===== src/rtl/dff_shift_ctrl.sv =====
// Purpose: serializes a parallel word MSB first onto a registered bit with a per-bit strobe.
// Latency: first bit is valid one cycle after the handshake; done pulses with the last bit; in_ready returns one cycle later.
// Backpressure: in_ready is low while busy; stall freezes shifting with ser_en low.
//
// Ports:
//   clk, reset          - system clock, synchronous active-high reset
//   in_valid, in_data   - producer word, accepted when in_valid && in_ready
//   in_ready            - high in IDLE only (combinational)
//   stall               - freezes SHIFT for the current cycle
//   ser_out, ser_en     - registered serial bit and its one-cycle strobe
//   busy                - high whenever not IDLE (combinational)
//   done                - registered one-cycle pulse alongside the final strobe
//
// Build option: define DFF_SHIFT_CTRL_PARITY_EN to append an even-parity bit
// after bit 0 of every word.

module dff_shift_ctrl #(
    parameter int WIDTH = 8
) (
    input  logic             clk,
    input  logic             reset,
    input  logic             in_valid,
    input  logic [WIDTH-1:0] in_data,
    output logic             in_ready,
    input  logic             stall,
    output logic             ser_out,
    output logic             ser_en,
    output logic             busy,
    output logic             done
);

`ifdef DFF_SHIFT_CTRL_PARITY_EN
    // One extra emission slot carries the parity bit, so cnt reaches WIDTH.
    localparam int LAST = WIDTH;
`else
    localparam int LAST = WIDTH - 1;
`endif
    localparam int CNT_W = $clog2(LAST + 1);
    localparam logic [CNT_W-1:0] LAST_CNT = CNT_W'(LAST);

    typedef enum logic [1:0] {
        IDLE  = 2'd0,
        SHIFT = 2'd1,
        DONE  = 2'd2
    } state_t;

    state_t           state;
    logic [WIDTH-1:0] shreg;
    logic [CNT_W-1:0] cnt;
`ifdef DFF_SHIFT_CTRL_PARITY_EN
    logic             par;
`endif

    assign in_ready = (state == IDLE);
    assign busy     = (state != IDLE);

    always_ff @(posedge clk) begin
        if (reset) begin
            state   <= IDLE;
            shreg   <= '0;
            cnt     <= '0;
            ser_out <= 1'b0;
            ser_en  <= 1'b0;
            done    <= 1'b0;
`ifdef DFF_SHIFT_CTRL_PARITY_EN
            par     <= 1'b0;
`endif
        end else begin
            case (state)
                IDLE: begin
                    ser_en <= 1'b0;
                    done   <= 1'b0;
                    if (in_valid) begin
                        shreg <= in_data;
                        cnt   <= '0;
                        state <= SHIFT;
`ifdef DFF_SHIFT_CTRL_PARITY_EN
                        // Parity is taken from the captured word, not the live bus.
                        par   <= ^in_data;
`endif
                    end
                end

                SHIFT: begin
                    if (!stall) begin
`ifdef DFF_SHIFT_CTRL_PARITY_EN
                        ser_out <= (cnt == LAST_CNT) ? par : shreg[WIDTH-1];
`else
                        ser_out <= shreg[WIDTH-1];
`endif
                        ser_en  <= 1'b1;
                        shreg   <= shreg << 1;
                        if (cnt == LAST_CNT) begin
                            // Hold cnt at its final value rather than wrap.
                            state <= DONE;
                            done  <= 1'b1;
                        end else begin
                            cnt <= cnt + 1'b1;
                        end
                    end else begin
                        // Stalled: strobe drops, ser_out/shreg/cnt hold.
                        ser_en <= 1'b0;
                    end
                end

                DONE: begin
                    state  <= IDLE;
                    done   <= 1'b0;
                    ser_en <= 1'b0;
                end

                default: begin
                    state  <= IDLE;
                    done   <= 1'b0;
                    ser_en <= 1'b0;
                end
            endcase
        end
    end

endmodule


===== config.mk =====
export PLATFORM = sky130hd
export DESIGN_NAME = dff_shift_ctrl
export DESIGN_NICKNAME = d
export VERILOG_FILES = /design/src/rtl/dff_shift_ctrl.sv
export SDC_FILE = /design/constraint.sdc
export NUM_CORES = 1
export LEC_CHECK = 0
export CAP_MARGIN = 30
export CORE_UTILIZATION = 40
export DETAILED_ROUTE_END_ITERATION = 16
export PLACE_DENSITY_LB_ADDON = 0.15
export SETUP_SLACK_MARGIN = 0.5
export SYNTH_ARGS = -nofsm -noshare
export SYNTH_HDL_FRONTEND = slang
export SYNTH_SLANG_ARGS = --single-unit

===== constraint.sdc =====
create_clock -name clk -period 1.4 [get_ports clk]
set_input_delay 0.42 -clock clk [delete_from_list [all_inputs] [get_ports clk]]
set_output_delay 0.42 -clock clk [all_outputs]
set_load 0.1 [all_outputs]

## Word level (Yosys, flattened, before mapping)

Cells that the tools add are included.

- Flip-flop bits (word level): 16
- Bits in latches: 0
- Bits in writable memories: 0
- ROM bits: 0
- Input bits: 12
- Output and inout bits: 5
- Logic and storage cells: 36
- Memories kept: 0

- Add/sub/neg operators: 1
- Multiply operators: 0
- Divide/modulo/power cells: 0
- Order comparisons: 0
- Equal/unequal tests: 6
- Shifts and indexed selects: 0
- Muxes and demuxes: 12
- Bitwise gates (word level): 2
- Reductions and logical operators: 9

Operator list:

| kind | number |
|---|---|
| $mux W8 | 2 |
| $pmux W8 S2 | 1 |
| $mux W3 | 3 |
| $ne A2 B2 Y1 const B | 4 |
| $mux W2 | 3 |
| $pmux W3 S2 | 1 |
| $reduce_and A3 Y1 | 2 |
| $pmux W2 S2 | 1 |
| $reduce_and A2 Y1 | 2 |
| $reduce_and A4 Y1 | 1 |
| $reduce_bool A2 Y1 | 2 |
| $add A3 B1 Y3 const B | 1 |
| $eq A3 B3 Y1 const B | 1 |
| $eq A2 B1 Y1 const B | 1 |
| $logic_not A2 Y1 | 1 |
| $not A1 Y1 | 2 |
| $reduce_or A2 Y1 | 1 |
| $mux W1 | 1 |

## Logic depth before layout (Yosys ltp)

Gate-level depths: netlist of run 1.

- Depth in word-level cells: 4
- Mapped depth: 5
- Depth with buffers taken out: 5

## Least setup slack after synthesis of run 1

Ideal clock, no wire load.

- Path kind: register -> output
- Start: register state[0]
- End: output busy
- Arrival: 2.692 ns
- Data required time: 0.980 ns
- Slack: -1.712 ns
- Cell stages (with the launch flop): 4
- Cell sequence: dfxtp_1 -> buf_4 -> nor2_1 -> inv_1

- Cells in the longest elaborated chain, start to end: 1

RTL lines:

| what | RTL line | text |
|---|---|---|
| start, declared | 47 | `state_t state;` |
| start signal, assigned | 59 | `state <= IDLE;` |
| start signal, assigned | 76 | `state <= SHIFT;` |
| start signal, assigned | 95 | `state <= DONE;` |
| $reduce_bool A2 Y1 | 55 | `assign busy = (state != IDLE);` |
| end, declared | 28 | `output logic busy,` |

Every way passes these cells.

## Worst setup path after layout of run 1

- Start: register state[1]
- End: output busy

The elaborated chain is that of the path after synthesis.

==> impl_results.md, run 1 <==
* Status: finished, violations left
* Failing checks: setup timing
* CTS tree: done
* Cell family contributing the most delay on the critical path: flip-flops
* Non-Filler Instances at 136
* Ant. Diodes at 0
* Fin worst setup slack at -0.156 ns
* Max H-tree Level at 1
* Post-synth top cells: dfxtp_1 (16), a21oi_1 (9), inv_1 (9), o221ai_1 (7), nor2_1 (4)
* Max Fanout on Critical Path at 3
* Synth Instances at 75
* Starting density of the core at a little over two fifths
* Levels on crit path at 4
* Fmax at between 0.6 and 0.7 GHz
* Peak supply drop at around 0.56 mV
* Origin of the critical flop-to-flop path: state[1]
* Detailed-route DRC error count at 0
* Die area at between 2000 and 2500 µm²
* GPL Wtd Cong at 0.810
* Global-route wire length before repair at about 3000 µm
* Most common cell in the netlist: dfxtp_1
* Row count at 15
* Crit-path cells: buf_6, nor2_4, inv_2, buf_12
* Critical path startpoint: state[1]
* ANT nets after route at 0
* Most used routing layer: met2
* Ys async rst share at 0%
* Syn Area/Cell at ~9.8 µm²
* DRT Pass-1 Iters at 3
* Worst Setup EP: busy
* Chip width at 44.9 µm
* Worst-case clock buffer depth at 2
* Minimum clock period at between 1.5 and 2 ns
* Max-slew violations at 0
* Clk sink count at 16
* MaxCap Viol Count at 0
* Fin crit share at 111%
* Max transition margin at 81.7%
* Worst-Skew Late Latency at ~0.29 ns
* FF-to-FF End: cnt[1]
* Clock Root Buffer: clkbuf_4
* RSZ-0062 raised after global routing: true
* Slowest CP cell: dfxtp_4
* Final nets at 126
* Mapped Area at 736 µm²
* Drt total wl at 1920 µm
* Grt met1 use at 25.7%
* Clock skew at 0.00641 ns
* Syn_nets at just under 90
* GRT Total Usage at approximately a fifth
* Max incr delay on CP at between 0.3 and 0.4 ns
* Die Ht at roughly 45 µm
* Largest area contributor in the netlist: dfxtp_1
* Fillers at roughly 130
* Number of global-route vias before repair at approximately 690
* P_leak at approximately 0.51 nW
* Post-synth EDFFs at 0
* Met3 GRT Util at roughly 4.8%
* Initial antenna violation count at 0
* Critical path startpoint category: register
* Num ports at 17
* Cell Pwr Density at 835 nW/µm²
* 1st-iter DRT viols at 4
* Detailed Place HPWL at between 1000 and 1500 µm
* #FFs+latches synth at 16
* YS warnings at 0
* Vias at 689
* Synthesis-to-layout area growth at 76.0%
* Register area share after synthesis at between 40% and 50%
* Setup CP Type: register to primary output
* FF-to-FF path depth at 6
* CTS buffer count at 3
* Placed insts at 123
* WL/cell at 14.1 µm
* Largest net degree at the start of global routing at 10
* Port buffer count at 16
* Core Box Area at between 1500 and 2000 µm²
* CP Capture Type: primary output
* Final setup violating endpoints at 12
* Dominant synthesized flop cell: dfxtp_1
* Grt ovf at 0
* Post-synth top area share at ~44%
* Min-Delay Path Class: register to register
* Vias per inst at around 5.1
* Register-to-Register Setup Slack at -0.06 ns
* Clock slew at reported path FFs at 0.10 ns
* Dominant cells by area after synthesis: dfxtp_1 (44%), o221ai_1 (8.3%), a21oi_1 (6.1%), inv_1 (4.6%), buf_6 (4.6%)
* Setup TNS at -0.604 ns
* Layout cell share with drive strength beyond 1 at between 50% and 60%
* Final hold vios at 0
* Count of cell types in the netlist at 26
* WHS Path Cells at 2
* M2 GR Usage at approximately a third
* Buf+Inv Stages, Crit Path at 3
* Critical path required time at between 0.9 and 1 ns
* Worst-Margin Slew at about 0.27 ns
* Worst path arrival time at 1.14 ns
routing by layer:
| layer | up-vias | share of wire [%] |
|---|---|---|
| li1 | 345 | - |
| met1 | 328 | 46 |
| met2 | 12 | 49 |
| met3 | 4 | 3.5 |
| met4 | 0 | 1.6 |
| met5 | - | 0 |
power breakdown:
part	internal, mW	switching, mW
Sequential	0.473	0.0186
Combinational	0.137	0.137
Clock	0.159	0.157
metrics by stage:
step                setup WS [ns]  cell area, µm²  power [mW]  hold slack, ns  util, %
finish                     -0.156            1290        1.08           0.453     75.0
global route               -0.202            1290        1.13           0.479     75.0
CTS                        -0.135            1260        1.08           0.459     73.1
detailed placement         -0.422            1130       0.750           0.443     65.4
global placement           -0.418            1130       0.745           0.440     65.4
floorplan                  -0.519             837       0.649           0.424        -
kinds of logic (layout without fill, tap and decap cells):
logic type      after synthesis  in the layout  share of synthesized area [%]
simple gates                 17             17                           14.8
mux                           1              1                           1.36
flops                        16             16                           43.5
compound gates               26             26                           26.7
fa+ha+maj                     2              2                           3.40
buf+inv                      13             49                           10.2
layout by cell type, fill, tap and decap left out, types with 2 or more instances in the layout:
cell | Yosys | final
a21o_2 | 2 | 2
dfxtp_1 | 16 | 9
o221ai_2 | 0 | 7
a22o_1 | 2 | 2
nand2b_1 | 2 | 2
buf_12 | 0 | 6
clkdlybuf4s50_1 | 0 | 9
or3b_4 | 0 | 2
buf_6 | 3 | 6
nor2_1 | 4 | 2
dlygate4sd2_1 | 0 | 2
a21oi_1 | 9 | 8
nor3b_2 | 0 | 2
inv_1 | 9 | 8
nand2_1 | 2 | 2
clkbuf_4 | 0 | 3
buf_4 | 1 | 13
ha_4 | 0 | 2
dfxtp_4 | 0 | 6
state kept, by name (all words and copies together), names as in the netlist:
signal and count:
ser_out 1, done 1, shreg 8, cnt 3, state 2, ser_en 1
final cells by class:
class	count	area, µm²	area share (%)
multi-input combinational	46	457	35.3
timing repair buffer	36	393	30.3
sequential	16	344	26.6
clock buffer	4	36.3	2.80
inverter	9	33.8	2.61
tap	25	31.3	2.42
timing repair:
item | in CTS | in global routing
gates cloned | 1 | 0
pin swaps | 15 | 4
hold buffers | 0 | 0
endpoints found under the setup margin | 21 | 21
setup buffers | 6 | 2
gates resized for setup | 19 | 5
tightest hold or removal path: cells and delay by family (launching register included):
kind                   cells  cell delay [ns]
AO/OA/AOI/OAI              1             0.05
buffers and inverters      1             0.05
flip-flops                 1             0.32
worst min-delay path by stage:
stage	start	end	slack (ns)
after global placement	shreg[7]	shreg[7]	0.44
after detailed placement	shreg[7]	shreg[7]	0.44
after floorplan	shreg[7]	shreg[7]	0.42
final	shreg[7]	shreg[7]	0.45
after global routing	shreg[7]	shreg[7]	0.48
after CTS	shreg[7]	shreg[7]	0.46
(Power assumes the default switching activity.)
==> run 2, diff against run 1 <==
Settings changed: SLEW_MARGIN set to 10.
==> results of run 2 <==
The final DEF is identical to that of run 1; final timing and power are the same.
==> run 3, diff against run 2 <==
Settings changed: DONT_BUFFER_PORTS set to 1.
==> run 3 against run 2 <==
Compared with the run above: the run still ends with setup timing left; clock-buffer cell count unchanged; sequential share of layout area up 4.9 points; clock skew down 0.0025 ns; wire length down 13%; non-clock buffer count down 19; cell count down 14%.
==> impl_results.md, run 3 (same netlist as run 1, synthesis figures left out) <==
* Status: finished, violations left
* Failing checks: setup timing
* Die area at 2010 µm² (unchanged)
* Fmax at 0.700 GHz (+9.0%)
* Synthesis-to-layout area growth at 48.5%
* Detailed Place HPWL at 1050 µm (-13%)
* Grt ovf at 0 (unchanged)
* Peak supply drop at 0.535 mV (-4.2%)
* P_leak at 0.413 nW (-19%)
* Number of global-route vias before repair at 599 (-14%)
* Port buffer count at 0 (-16)
* WHS Path Cells at 1 (-1)
* Clock Root Buffer: clkbuf_4
* Most frequent cells in the layout: a21oi_1 (9), dfxtp_1 (9), buf_4 (9), inv_1 (8), o221ai_2 (7)
* WL/cell at 14.3 µm (+1.6%)
* Detailed-route DRC error count at 0 (unchanged)
* Vias per inst at 5.28 (+4.3%)
* Top reg by flops: shreg
* CTS buffer count at 3 (unchanged)
* ANT nets after route at 0 (unchanged)
* Setup CP Type: register to primary output
* Minimum clock period at 1.43 ns (-0.128 ns)
* Max-slew violations at 0 (unchanged)
* Worst path arrival time at 1.01 ns (-0.13 ns)
* Fillers at 147 (+18%)
* Max transition margin at 79.9% (-1.9 points)
* Max Fanout on Critical Path at 2 (-1)
* CP Capture Type: primary output
* Clock slew at reported path FFs at 0.09 ns (about the same)
* Clk sink count at 16 (unchanged)
* Largest register FFs at 8 (unchanged)
* Ant. Diodes at 0 (unchanged)
* Largest net degree at the start of global routing at 10 (unchanged)
* Worst-Margin Slew at 0.302 ns (+0.0285 ns)
* Layout cell share with drive strength beyond 1 at 58.7% (+4.6 points)
* GRT Total Usage at 19.4% (-1.3 points)
* 1st-iter DRT viols at 9 (+5)
* DRT Pass-1 Iters at 4 (+1)
* Vias at 618 (-10%)
* Worst hold slack at 0.171 ns (-0.283 ns)
* Starting density of the core at 42.6% (unchanged)
* Worst-Skew Late Latency at 0.29 ns (about the same)
* Final setup violating endpoints at 2 (-10)
* Chip width at 44.9 µm (unchanged)
* Cell Pwr Density at 920 nW/µm² (+10%)
* Post-layout util at 63.3% (-12 points)
* Worst-case clock buffer depth at 2 (unchanged)
* Final nets at 107 (-15%)
* Global-route wire length before repair at 2650 µm (-11%)
* Num ports at 17 (unchanged)
* GPL Wtd Cong at 0.729 (-9.9%)
* Row count at 15 (unchanged)
* Initial antenna violation count at 0 (unchanged)
* Fin worst setup slack at -0.0279 ns (+0.128 ns)
* Critical path required time at 0.98 ns (about the same)
* Cts hold-fix bufs at 0 (unchanged)
* Largest registers: shreg: 8 flops, cnt: 3 flops, state: 2 flops
* Critical path startpoint category: register
* CTS tree: done
* FF-to-FF path depth at 4 (-2)
* Min-Delay Path Class: input port to register
* Fin crit share at 102% (-9.1 points)
* MaxCap Viol Count at 0 (unchanged)
* Final hold vios at 0 (unchanged)
* Drt total wl at 1670 µm (-13%)
* Core Box Area at 1730 µm² (unchanged)
* Max H-tree Level at 1 (unchanged)
* Die Ht at 44.9 µm (unchanged)
* RSZ-0062 raised after global routing: true
* Clock skew at 0.00387 ns (-0.00255 ns)
[run 3: cell count changes in the layout (fill, tap and decap cells not counted), sizes merged]
cell           previous run  this run
buf                      25        17
clkdlybuf4s50             9         0
dlygate4sd2               2         0
[run 3: worst paths after layout]
kind	start	to	slack [ns]
hold reg to reg	shreg[7]	shreg[7]	0.46
setup / recovery	state[0]	busy	-0.03
setup reg to reg	state[0]	cnt[1]	0.04
hold / removal	reset	state[0]	0.17
[run 3: where the power goes]
part	total [mW]	switching, mW	internal, mW	leakage [nW]
sequential	0.505	0.0318	0.474	0.136
combinational	0.192	0.0998	0.0918	0.256
clock	0.308	0.149	0.159	0.0210
[run 3: final cells by class]
cell class,instances,area [µm²],share of cell area [%]
Timing Repair Buffer,17,170,15.6
Inverter,9,33.8,3.09
Tap cell,25,31.3,2.86
Multi-Input combinational cell,46,477,43.6
Clock buffer,4,36.3,3.32
Sequential cell,16,344,31.5
[run 3: repair_timing]
item / 4_1_cts / 5_1_grt
buffers inserted: 6 / 1
setup endpoints to repair: 21 / 21
gates cloned: 1 / 0
pin swaps: 11 / 6
hold endpoints to repair: 0 / 0
resized for setup: 26 / 4
[run 3: routing by layer]
layer,vias up,track usage [%],wire length (µm)
met5,-,0,0
met4,0,12.7,34
met3,4,5.20,53
met2,9,32.4,878
met1,298,21.6,708
li1,307,-,-
[run 3: metrics by stage]
step	area, µm²	TNS (ns)	std cells	setup WS, ns	total power, mW
global route	1090	-0.157	117	-0.0801	1.05
detailed placement	891	0	105	0.0621	0.672
global placement	891	0	105	0.0762	0.669
CTS	1060	-0.0371	116	-0.0196	1.01
finish	1090	-0.0403	117	-0.0279	1.00
floorplan	837	-0.519	75	-0.519	0.649
[run 3: critical path: stages (launching register included)]
cell and delay, ns:
dfxtp_4 0.36, nor2_4 0.13, inv_2 0.06, buf_12 0.16
==> edit: new RTL, config.mk and constraints of run 1 <==
The option `DFF_SHIFT_CTRL_PARITY_EN` is turned on by a define.
--- a/src/rtl/dff_shift_ctrl.sv
+++ b/src/rtl/dff_shift_ctrl.sv
@@ -13,6 +13,8 @@
 //
 // Build option: define DFF_SHIFT_CTRL_PARITY_EN to append an even-parity bit
 // after bit 0 of every word.
+
+`define DFF_SHIFT_CTRL_PARITY_EN
 
 module dff_shift_ctrl #(
     parameter int WIDTH = 8
Formal check against the unedited RTL: not equivalent (Yosys sat finds a counterexample within 10 cycles, from zero or initial values and one cycle with reset high).
==> edit against run 1 <==
- the flow still finishes with violations (negative setup slack)
- first-iteration DRC count grew 100%
- synthesized area rose by 31%
- sequential cell count is 2 higher
- final area is 33% higher
- critical path depth shrank 1
- power up 28%
- clock power is 11% lower
- combinational power grew 93%
- worst setup slack better by 66 ps
- wire length is 50% higher
- sequential share of layout area down 4.4 points
- critical path type unchanged
- largest power group unchanged
==> edit: results (changes against run 1) <==
status=finished, violations left; violated checks=negative setup slack; met3 WL=93 µm (+39%); Global Route Usage Sum=21.45% (+0.76 points); CP Data Arrival Time=1070 ps (-70 ps); placed cells=145 (+18%); largest registers in the final layout=shreg x8, cnt x4, state x2; synthesized net count=111 (+25%); Net count, final=158 (+25%); largest net degree at the start of global routing=12 (+2); syn_area_per_cell=9.919 µm² (+1.1%); met2 WL=1414 µm (+50%); Int Pwr=0.9198 mW (+20%); detailed placer's ending HPWL=1449 µm (+20%); DR WL/cell=16.77 µm (+19%); M1 WL=1245 µm (+42%); setup ws final=-89.91 ps (+66.13 ps); vias in the first global route=891 (+28%); DR vias/cell=5.263 (+3.9%); fraction of layout cells with a size suffix above 1=60.84% (+6.8 points); Max Clock Skew=4.729 ps (-1.683 ps); WHS=488.9 ps (+35.43 ps); count of cell types in the netlist=32 (+23%); Seq/Total Area, Yosys=37.45% (-6.1 points); drt pass-1 iters=4 (+1); Final setup viols=9 (-3); global-route wire length before repair=4105 µm (+37%); initial antenna violation count=0 (unchanged); Peak VDD IR=678.2 µV (+22%); leakage=0.6839 nW (+34%); Crit path largest cell delay=370 ps; Post-synth top cells=dfxtp_1, nor2_1, mux2i_1, xnor2_1, a211oi_2; CTS Hold Bufs=0 (unchanged); Filler cells=146 (+17%); starting DRC count in detailed routing=8 (+4); top post-synthesis cells by area=dfxtp_1, mux2i_1, a211oi_2, xnor2_1, nor2_1; Slew headroom=82.35% (+0.60 points); Placer Congestion=0.7836 (-3.2%); routed via count=900 (+31%)
[edit: cell types whose count changed after synthesis, moves of 5 or more]
| cell | change |
|---|---|
| a211oi_2 | +5 |
| mux2i_1 | +7 |
| a21oi_1 | -5 |
| inv_1 | -6 |
| o221ai_1 | -7 |
| xnor2_1 | +7 |
| nor2_1 | +8 |
[edit: kinds of logic (layout without fill, tap and decap cells)]
kind of cell | count (synthesis) | count (layout) | share of synthesized area, %
AOI/OAI and AO/OA | 21 | 21 | 19.38
muxes | 8 | 8 | 8.323
DFF | 18 | 18 | 37.45
xor gates and xnor gates | 7 | 7 | 6.372
buffers and inverters | 7 | 53 | 4.680
adders and majority gates | 2 | 2 | 2.600
and+or+nand+nor | 34 | 34 | 21.20
[edit: metal layers]
metal / vias up / GRT usage (%)
li1: 434 / -
met1: 429 / 25.87
met2: 26 / 36.84
met3: 11 / 2.976
met4: 0 / 10.65
met5: - / 0
[edit: area by class of cell]
cell class | count | share of cell area, %
flip-flops and latches | 18 | 22.21
well taps | 28 | 2.039
inverters | 3 | 0.6555
clock buffers | 3 | 1.311
multi-input cells | 72 | 42.46
clock inverters | 1 | 0.2185
repair buffers | 46 | 31.10
[edit: per-stage QoR]
stage	setup WS [ps]	TNS [ps]	util, %	instance area [µm²]
2_1_floorplan	-506.8	-527.6	-	1070
3_3_place_gp	-293.2	-3852	59.66	1333
3_5_place_dp	-324.8	-4185	59.66	1333
4_1_cts	-51.02	-71.16	71.26	1592
5_1_grt	-135.5	-1080	76.92	1718
6_report	-89.91	-316.9	76.92	1718
[edit: power groups by stage]
stage	clock network, mW	logic (mW)	registers (mW)
3_5_place_dp	0	0.372	0.587
3_3_place_gp	0	0.367	0.585
6_report	0.280	0.529	0.571
2_1_floorplan	0	0.247	0.600
5_1_grt	0.311	0.555	0.575
4_1_cts	0.274	0.485	0.570
[edit: final timing paths]
check | start | endpoint | depth (start not counted)
min reg2reg | shreg[0]$_SDFFE_PP0P_ | shreg[0]$_SDFFE_PP0P_ | 2
min | shreg[0]$_SDFFE_PP0P_ | shreg[0]$_SDFFE_PP0P_ | 2
max | state[0]$_SDFFE_PP0P_ | busy | 3
max reg2reg | state[0]$_SDFFE_PP0P_ | shreg[0]$_SDFFE_PP0P_ | 7
[edit: critical path, delay by kind of cell, from the launching register on]
kind                   cells  cell delay, ps
and+or+nand+nor            1             170
buffers and inverters      2             230
DFF                        1             370
[edit: repair_timing]
item,4_1_cts,5_1_grt
endpoints found under the hold margin,0,0
gates cloned,1,0
resized for setup,35,20
pin swaps,20,11
endpoints found under the setup margin,23,23
buffers inserted,14,7
